[src/rtl/snake_pkg.sv]
// Shared encodings for the two-player snake step sequencer: headings, grid
// field widths, reset coordinates and the step FSM states.
package snake_pkg;

    localparam int X_W   = 5;
    localparam int Y_W   = 5;
    localparam int SEG_W = X_W + Y_W;

    localparam logic [X_W-1:0] GRID_MASK = '1;

    typedef enum logic [1:0] {
        DIR_UP    = 2'd0,
        DIR_DOWN  = 2'd1,
        DIR_LEFT  = 2'd2,
        DIR_RIGHT = 2'd3
    } dir_t;

    // Initial body placement: snake 1 trails left of its head, snake 2 trails right.
    localparam logic [X_W-1:0] S1_X0 = 5'd4;
    localparam logic [Y_W-1:0] S1_Y  = 5'd16;
    localparam logic [X_W-1:0] S2_X0 = 5'd27;
    localparam logic [Y_W-1:0] S2_Y  = 5'd15;
    localparam int             SEED_SEGS = 3;

    typedef enum logic [2:0] {
        ST_IDLE,
        ST_MOVE,
        ST_SCAN,
        ST_COMMIT,
        ST_DONE
    } state_t;

    // Opposite headings differ only in bit 0 within each axis pair.
    function automatic logic is_reverse(input dir_t cur, input logic [1:0] req);
        return req == {cur[1], ~cur[0]};
    endfunction

endpackage

[src/rtl/snake_next_head.sv]
// Steps a packed head one cell along a heading on the 32x32 torus grid.
module snake_next_head
    import snake_pkg::*;
(
    input  logic [SEG_W-1:0] head,
    input  dir_t             dir,
    output logic [SEG_W-1:0] next_head
);

    logic [X_W-1:0] x;
    logic [Y_W-1:0] y;
    logic [X_W-1:0] nx;
    logic [Y_W-1:0] ny;

    assign x = head[SEG_W-1:Y_W];
    assign y = head[Y_W-1:0];

    always_comb begin
        nx = x;
        ny = y;
        case (dir)
            DIR_UP:    ny = (y - Y_W'(1)) & GRID_MASK;
            DIR_DOWN:  ny = (y + Y_W'(1)) & GRID_MASK;
            DIR_LEFT:  nx = (x - X_W'(1)) & GRID_MASK;
            DIR_RIGHT: nx = (x + X_W'(1)) & GRID_MASK;
            default:   nx = x;
        endcase
        next_head = {nx, ny};
    end

endmodule

[src/rtl/snake_step_ctrl.sv]
// Two-player snake step sequencer: head update, serial collision scan, commit.
// Define SNAKE_SELF_COLLIDE_EN to also flag a head running into its own body.
module snake_step_ctrl
    import snake_pkg::*;
#(
    parameter int MAX_LEN  = 16,
    parameter int NUM_LEN  = 10,
    parameter int LEN_W    = 5,
    parameter int INIT_LEN = 3
) (
    input  logic                       clk,
    input  logic                       rst,
    input  logic                       tick,
    input  logic                       clear,
    input  logic [1:0]                 dir1,
    input  logic [1:0]                 dir2,
    input  logic                       grow1,
    input  logic                       grow2,
    output logic [MAX_LEN*NUM_LEN-1:0] snake1,
    output logic [MAX_LEN*NUM_LEN-1:0] snake2,
    output logic [LEN_W-1:0]           len1,
    output logic [LEN_W-1:0]           len2,
    output logic                       busy,
    output logic                       step_done,
    output logic                       should_stop1,
    output logic                       should_stop2
);

    localparam logic [LEN_W-1:0] LEN_MAX  = LEN_W'(MAX_LEN);
    localparam logic [LEN_W-1:0] LEN_INIT = LEN_W'(INIT_LEN);

    state_t             state;
    dir_t               heading1, heading2;
    dir_t               eff1, eff2;
    logic [NUM_LEN-1:0] h1, h2;
    logic [NUM_LEN-1:0] nh1, nh2;
    logic               hit1, hit2;
    logic               scan_hit1, scan_hit2;
    logic               grow1_q, grow2_q;
    logic [LEN_W-1:0]   idx, scan_n;

    function automatic logic [MAX_LEN*NUM_LEN-1:0] init_body(
        input logic [X_W-1:0] x0,
        input logic [Y_W-1:0] y,
        input logic           tail_right
    );
        logic [MAX_LEN*NUM_LEN-1:0] v;
        logic [X_W-1:0]             xi;
        v = '0;
        for (int unsigned i = 0; i < SEED_SEGS; i++) begin
            xi = tail_right ? x0 + X_W'(i) : x0 - X_W'(i);
            v[i*NUM_LEN +: NUM_LEN] = NUM_LEN'({xi, y});
        end
        return v;
    endfunction

    always_comb begin
        eff1 = is_reverse(heading1, dir1) ? heading1 : dir_t'(dir1);
        eff2 = is_reverse(heading2, dir2) ? heading2 : dir_t'(dir2);
    end

    snake_next_head u_head1 (
        .head      (snake1[NUM_LEN-1:0]),
        .dir       (eff1),
        .next_head (nh1)
    );

    snake_next_head u_head2 (
        .head      (snake2[NUM_LEN-1:0]),
        .dir       (eff2),
        .next_head (nh2)
    );

    // One segment per cycle: the loop only decodes idx into a segment mux.
    always_comb begin
        scan_hit1 = 1'b0;
        scan_hit2 = 1'b0;
        for (int unsigned i = 0; i < MAX_LEN; i++) begin
            if (idx == LEN_W'(i)) begin
                if (idx < len2 && h1 == snake2[i*NUM_LEN +: NUM_LEN]) scan_hit1 = 1'b1;
                if (idx < len1 && h2 == snake1[i*NUM_LEN +: NUM_LEN]) scan_hit2 = 1'b1;
`ifdef SNAKE_SELF_COLLIDE_EN
                if (({1'b0, idx} + (LEN_W+1)'(1)) < {1'b0, len1} &&
                    h1 == snake1[i*NUM_LEN +: NUM_LEN]) scan_hit1 = 1'b1;
                if (({1'b0, idx} + (LEN_W+1)'(1)) < {1'b0, len2} &&
                    h2 == snake2[i*NUM_LEN +: NUM_LEN]) scan_hit2 = 1'b1;
`endif
            end
        end
    end

    always_ff @(posedge clk or posedge rst) begin
        if (rst) begin
            state        <= ST_IDLE;
            snake1       <= init_body(S1_X0, S1_Y, 1'b0);
            snake2       <= init_body(S2_X0, S2_Y, 1'b1);
            len1         <= LEN_INIT;
            len2         <= LEN_INIT;
            heading1     <= DIR_RIGHT;
            heading2     <= DIR_LEFT;
            busy         <= 1'b0;
            step_done    <= 1'b0;
            should_stop1 <= 1'b0;
            should_stop2 <= 1'b0;
            h1           <= '0;
            h2           <= '0;
            hit1         <= 1'b0;
            hit2         <= 1'b0;
            grow1_q      <= 1'b0;
            grow2_q      <= 1'b0;
            idx          <= '0;
            scan_n       <= '0;
        end else if (clear) begin
            state        <= ST_IDLE;
            snake1       <= init_body(S1_X0, S1_Y, 1'b0);
            snake2       <= init_body(S2_X0, S2_Y, 1'b1);
            len1         <= LEN_INIT;
            len2         <= LEN_INIT;
            heading1     <= DIR_RIGHT;
            heading2     <= DIR_LEFT;
            busy         <= 1'b0;
            step_done    <= 1'b0;
            should_stop1 <= 1'b0;
            should_stop2 <= 1'b0;
            h1           <= '0;
            h2           <= '0;
            hit1         <= 1'b0;
            hit2         <= 1'b0;
            grow1_q      <= 1'b0;
            grow2_q      <= 1'b0;
            idx          <= '0;
            scan_n       <= '0;
        end else begin
            case (state)
                ST_IDLE: begin
                    if (tick && !should_stop1 && !should_stop2) begin
                        state   <= ST_MOVE;
                        busy    <= 1'b1;
                        grow1_q <= grow1;
                        grow2_q <= grow2;
                        hit1    <= 1'b0;
                        hit2    <= 1'b0;
                    end
                end
                ST_MOVE: begin
                    heading1 <= eff1;
                    heading2 <= eff2;
                    h1       <= nh1;
                    h2       <= nh2;
                    hit1     <= (nh1 == nh2);
                    hit2     <= (nh1 == nh2);
                    idx      <= '0;
                    scan_n   <= (len1 > len2) ? len1 : len2;
                    state    <= ST_SCAN;
                end
                ST_SCAN: begin
                    hit1 <= hit1 | scan_hit1;
                    hit2 <= hit2 | scan_hit2;
                    idx  <= idx + LEN_W'(1);
                    if (idx == scan_n - LEN_W'(1)) state <= ST_COMMIT;
                end
                ST_COMMIT: begin
                    if (hit1 || hit2) begin
                        should_stop1 <= hit1;
                        should_stop2 <= hit2;
                    end else begin
                        snake1 <= {snake1[(MAX_LEN-1)*NUM_LEN-1:0], h1};
                        snake2 <= {snake2[(MAX_LEN-1)*NUM_LEN-1:0], h2};
                        if (grow1_q && len1 < LEN_MAX) len1 <= len1 + LEN_W'(1);
                        if (grow2_q && len2 < LEN_MAX) len2 <= len2 + LEN_W'(1);
                    end
                    step_done <= 1'b1;
                    state     <= ST_DONE;
                end
                ST_DONE: begin
                    step_done <= 1'b0;
                    busy      <= 1'b0;
                    state     <= ST_IDLE;
                end
                default: begin
                    step_done <= 1'b0;
                    busy      <= 1'b0;
                    state     <= ST_IDLE;
                end
            endcase
        end
    end

endmodule

[config.mk]
export PLATFORM = sky130hd
export DESIGN_NAME = snake_step_ctrl
export DESIGN_NICKNAME = d
export VERILOG_FILES = /design/src/rtl/snake_pkg.sv /design/src/rtl/snake_next_head.sv /design/src/rtl/snake_step_ctrl.sv
export SDC_FILE = /design/constraint.sdc
export NUM_CORES = 1
export LEC_CHECK = 0
export ABC_AREA = 1
export BUFFER_PORTS_ARGS = -buffer_cell sky130_fd_sc_hd__clkbuf_2
export CORE_AREA = 2 2 231 233
export DETAILED_ROUTE_END_ITERATION = 6
export DIE_AREA = 0 0 233 235
export GPL_ROUTABILITY_DRIVEN = 0
export PLACE_DENSITY = 0.66
export SLEW_MARGIN = 30
export SYNTH_ARGS = -nofsm -noshare
export SYNTH_HDL_FRONTEND = slang
export SYNTH_SLANG_ARGS = --single-unit
[constraint.sdc]
create_clock -name clk -period 15.5 [get_ports clk]
set_input_delay 3.1 -clock clk [delete_from_list [all_inputs] [get_ports clk]]
set_output_delay 3.1 -clock clk [all_outputs]
set_load 0.005 [all_outputs]
==> results.toml <==
[status]
status = "complete, no violations"

[sta]
tns_ns = 0
tightest_slew_ns = 0.994
skew_ns = 0.0147
finalHoldViolCount = 0
slew_headroom_pct = 33.7
rsz0062_at_grt = "false"
maxClockFrequency_mhz = 181
fin_crit_ns = 5.54
hold-worst-slack_ns = 0.490
drv_slew = 0
period_share_pct = 35.7
finalSetupViolCount = 0

[critical_path]
r2r_cells = 11
r2r_slack_ns = 11.71
endpoint_kind = "flip-flop"
startpoint_type = "primary input"
crit_type = "primary input to flip-flop"
path_max_fanout = 13
required_ns = 15.96
crit_arrival_ns = 5.99
r2r_start = "state[1]"
r2r-end = "snake2[79]"

[floorplan]
coreArea_mm2 = 0.0522
die_w_um = 233
die_area_mm2 = 0.0548
start_util_pct = 39.5
rows = 84
chipHeight_um = 235
ios = 344

[clock_tree]
ctsHoldBuffers = 0
cts_root_buf = "clkbuf_16"
htreeDepth = 2
insertion_delay_ns = 0.58
path_clk_slew_ns = 0.06
cts_made_buffers = 43
cts_buffer_depth = 3
cts_tree = "built"
cts.sink_count = 375
postCtsSetupRepairBufs = 0
ctsResizeCount = 0

[cells_and_area]
fin_nets = 2838
n_fill_cell = 5111
synthToLayoutAreaGrowth_pct = 17.4
drive_above_1_share_pct = 18.1
n_antenna_cell = 0

[detailed_routing]
vias_per_cell = 5.44
vias = 19100
drc = 0
routedWlPerCell_um = 21.8
wirelength_mm = 76.4
drtIter0Drc = 1711
firstDrtPassIters = 7
route.antenna.remaining_nets = 0

[synth]
ys_ff_latch = 375
synth.yosys.seq_area_share_pct = 45.7
netlist_area_mm2 = 0.0206
netlist_top_cells_count = "nand2_1, dfrtp_1, inv_1, o21ai_0, nand3_1"
syn-instance-count = 2515
synth.area.top_cells = "dfrtp_1, nand2_1, xnor2_1"
async_flop_share_pct = 100
yosysWarnings = 0
avgSynthCellArea_um2 = 8.21
synth.most_common_cell = "nand2_1"
synth-main-ff-cell = "dfrtp_1"
yosys.area.top_type = "dfrtp_1"
synth_fp_nets = 2562
synth_cell_types = 40
synth_top_area_share_pct = 41.0
synth_edf_count = 0

[power_and_ir_drop]
ir_worst_vdd_v = 0.0000688
leakage_nw = 13.0
p_sw_uw = 742
p_sw_share_pct = 29.3
clkPwrFrac_pct = 43.2
pwr-share-comb_pct = 15.6
p_int_mw = 1.79
powerDensity_mw_per_mm2 = 105
p_seq_share_pct = 41.1

[job]
cap_violations = 0

[placement]
io_buffer_count = 343
hpwl_mm = 53.6

[global_route]
grt_max_degree = 108
grt_use_total_pct = 27.4
grt_pass1_vias = 18400
grt_pass1_wl_mm = 115
grt-ovfl-total = 0
antenna_found_initial = 1

[min_path]
min_path_cells = 1
hp-start = "state[2]"
hold_class = "flip-flop to flip-flop"
holdPathEnd = "state[0]"
## cell families (layout without fill, tap and decap cells)
kind of cell | Yosys count | after routing | share of synthesized area (%)
fa+ha+maj | 37 | 37 | 2.39
xor+xnor | 265 | 265 | 11.2
simple gates | 996 | 996 | 19.9
compound gates | 395 | 395 | 11.5
flops | 375 | 375 | 45.7
buf+inv | 447 | 756 | 9.26
## worst max-delay path by stage
| stage | slack, ns | start | endpoint |
|---|---|---|---|
| detailed placement | 9.44 | dir1[1] | hit1 |
| global route | 9.68 | dir1[1] | hit1 |
| CTS | 10.02 | dir1[1] | hit1 |
| finish | 9.96 | dir1[1] | hit1 |
| floorplan | 2.05 | rst | busy |
| global placement | 9.45 | clear | snake2[131] |
## area by class of cell
| type | count | area (um^2) | area share [%] |
|---|---|---|---|
| clock buffers | 62 | 1300 | 5.37 |
| clock inverters | 16 | 208 | 0.857 |
| inverters | 308 | 1180 | 4.86 |
| multi-input cells | 1693 | 9310 | 38.4 |
| flip-flops and latches | 375 | 9440 | 39.0 |
| well taps | 688 | 861 | 3.55 |
| repair buffers | 370 | 1930 | 7.95 |
## per-stage QoR
step	area [um^2]	std cells	worst slack (ns)	utilization [%]	total power, mW
after floorplan	20600	2515	2.05	-	1.33
after global routing	24200	3512	9.68	46.4	2.62
after CTS	24200	3512	10.02	46.4	2.54
after detailed placement	22700	3434	9.44	43.5	1.45
after global placement	22700	3434	9.45	43.4	1.44
final	24200	3512	9.96	46.4	2.53
## worst max-delay path, stage by stage
cell and delay (ns):
clkbuf_2 0.21, inv_2 0.24, nand2_1 0.11, nand3b_1 0.14, nand2_1 0.15, nor2_1 0.22
inv_1 0.12, ha_1 0.29, nand2_1 0.05, nand2_1 0.06, nand2_1 0.06, nand2_1 0.06
nand2_1 0.04, nand3_1 0.06, o21ai_0 0.24, or2_2 0.38, nand3_1 0.07, nor2_1 0.05
nand2_1 0.14, nand2_1 0.08, nand2_1 0.06, nand2_1 0.06
## per-layer routing
layer  wire length (um)  global-route usage, %  vias to the layer above
met5                 29                      0                        -
met3               8060                   6.87                      150
met1              30500                   36.5                     9370
met2              35100                   43.4                      981
li1                   -                      -                     8610
met4               2630                   9.48                        4
## sequential cells by signal, indices dropped and copies added (netlist names), 2 cells and up
signal / cells
snake2: 160
idx: 5
state: 3
len1: 5
heading2: 2
h2: 10
len2: 5
snake1: 160
h1: 10
scan_n: 5
heading1: 2
## power groups by stage
stage / clock [mW] / combinational, mW / sequential [mW]
after floorplan: 0 / 0.301 / 1.03
after detailed placement: 0 / 0.390 / 1.06
after CTS: 1.11 / 0.392 / 1.04
after global placement: 0 / 0.382 / 1.06
final: 1.09 / 0.396 / 1.04
after global routing: 1.14 / 0.435 / 1.04
## layout by cell type (no fill, tap or decap), drive strengths merged, types with 2 or more instances in the layout
| cell | netlist | routed |
|---|---|---|
| a21o | 3 | 3 |
| a21oi | 34 | 34 |
| a22o | 3 | 3 |
| a22oi | 115 | 115 |
| buf | 96 | 27 |
| bufinv | 0 | 5 |
| clkbuf | 43 | 405 |
| clkinv | 0 | 10 |
| dfrtp | 338 | 338 |
| dfstp | 37 | 37 |
| fa | 4 | 4 |
| ha | 33 | 33 |
| inv | 308 | 308 |
| nand2 | 612 | 612 |
| nand3 | 156 | 156 |
| nand3b | 2 | 2 |
| nand4 | 18 | 18 |
| nor2 | 152 | 152 |
| nor3 | 49 | 49 |
| nor4 | 3 | 3 |
| o211ai | 5 | 5 |
| o21ai | 188 | 188 |
| o21bai | 2 | 2 |
| o22ai | 33 | 33 |
| o31ai | 10 | 10 |
| or2 | 2 | 2 |
| xnor2 | 149 | 149 |
| xor2 | 116 | 116 |
Note: power is estimated with default switching activity, not from simulation.
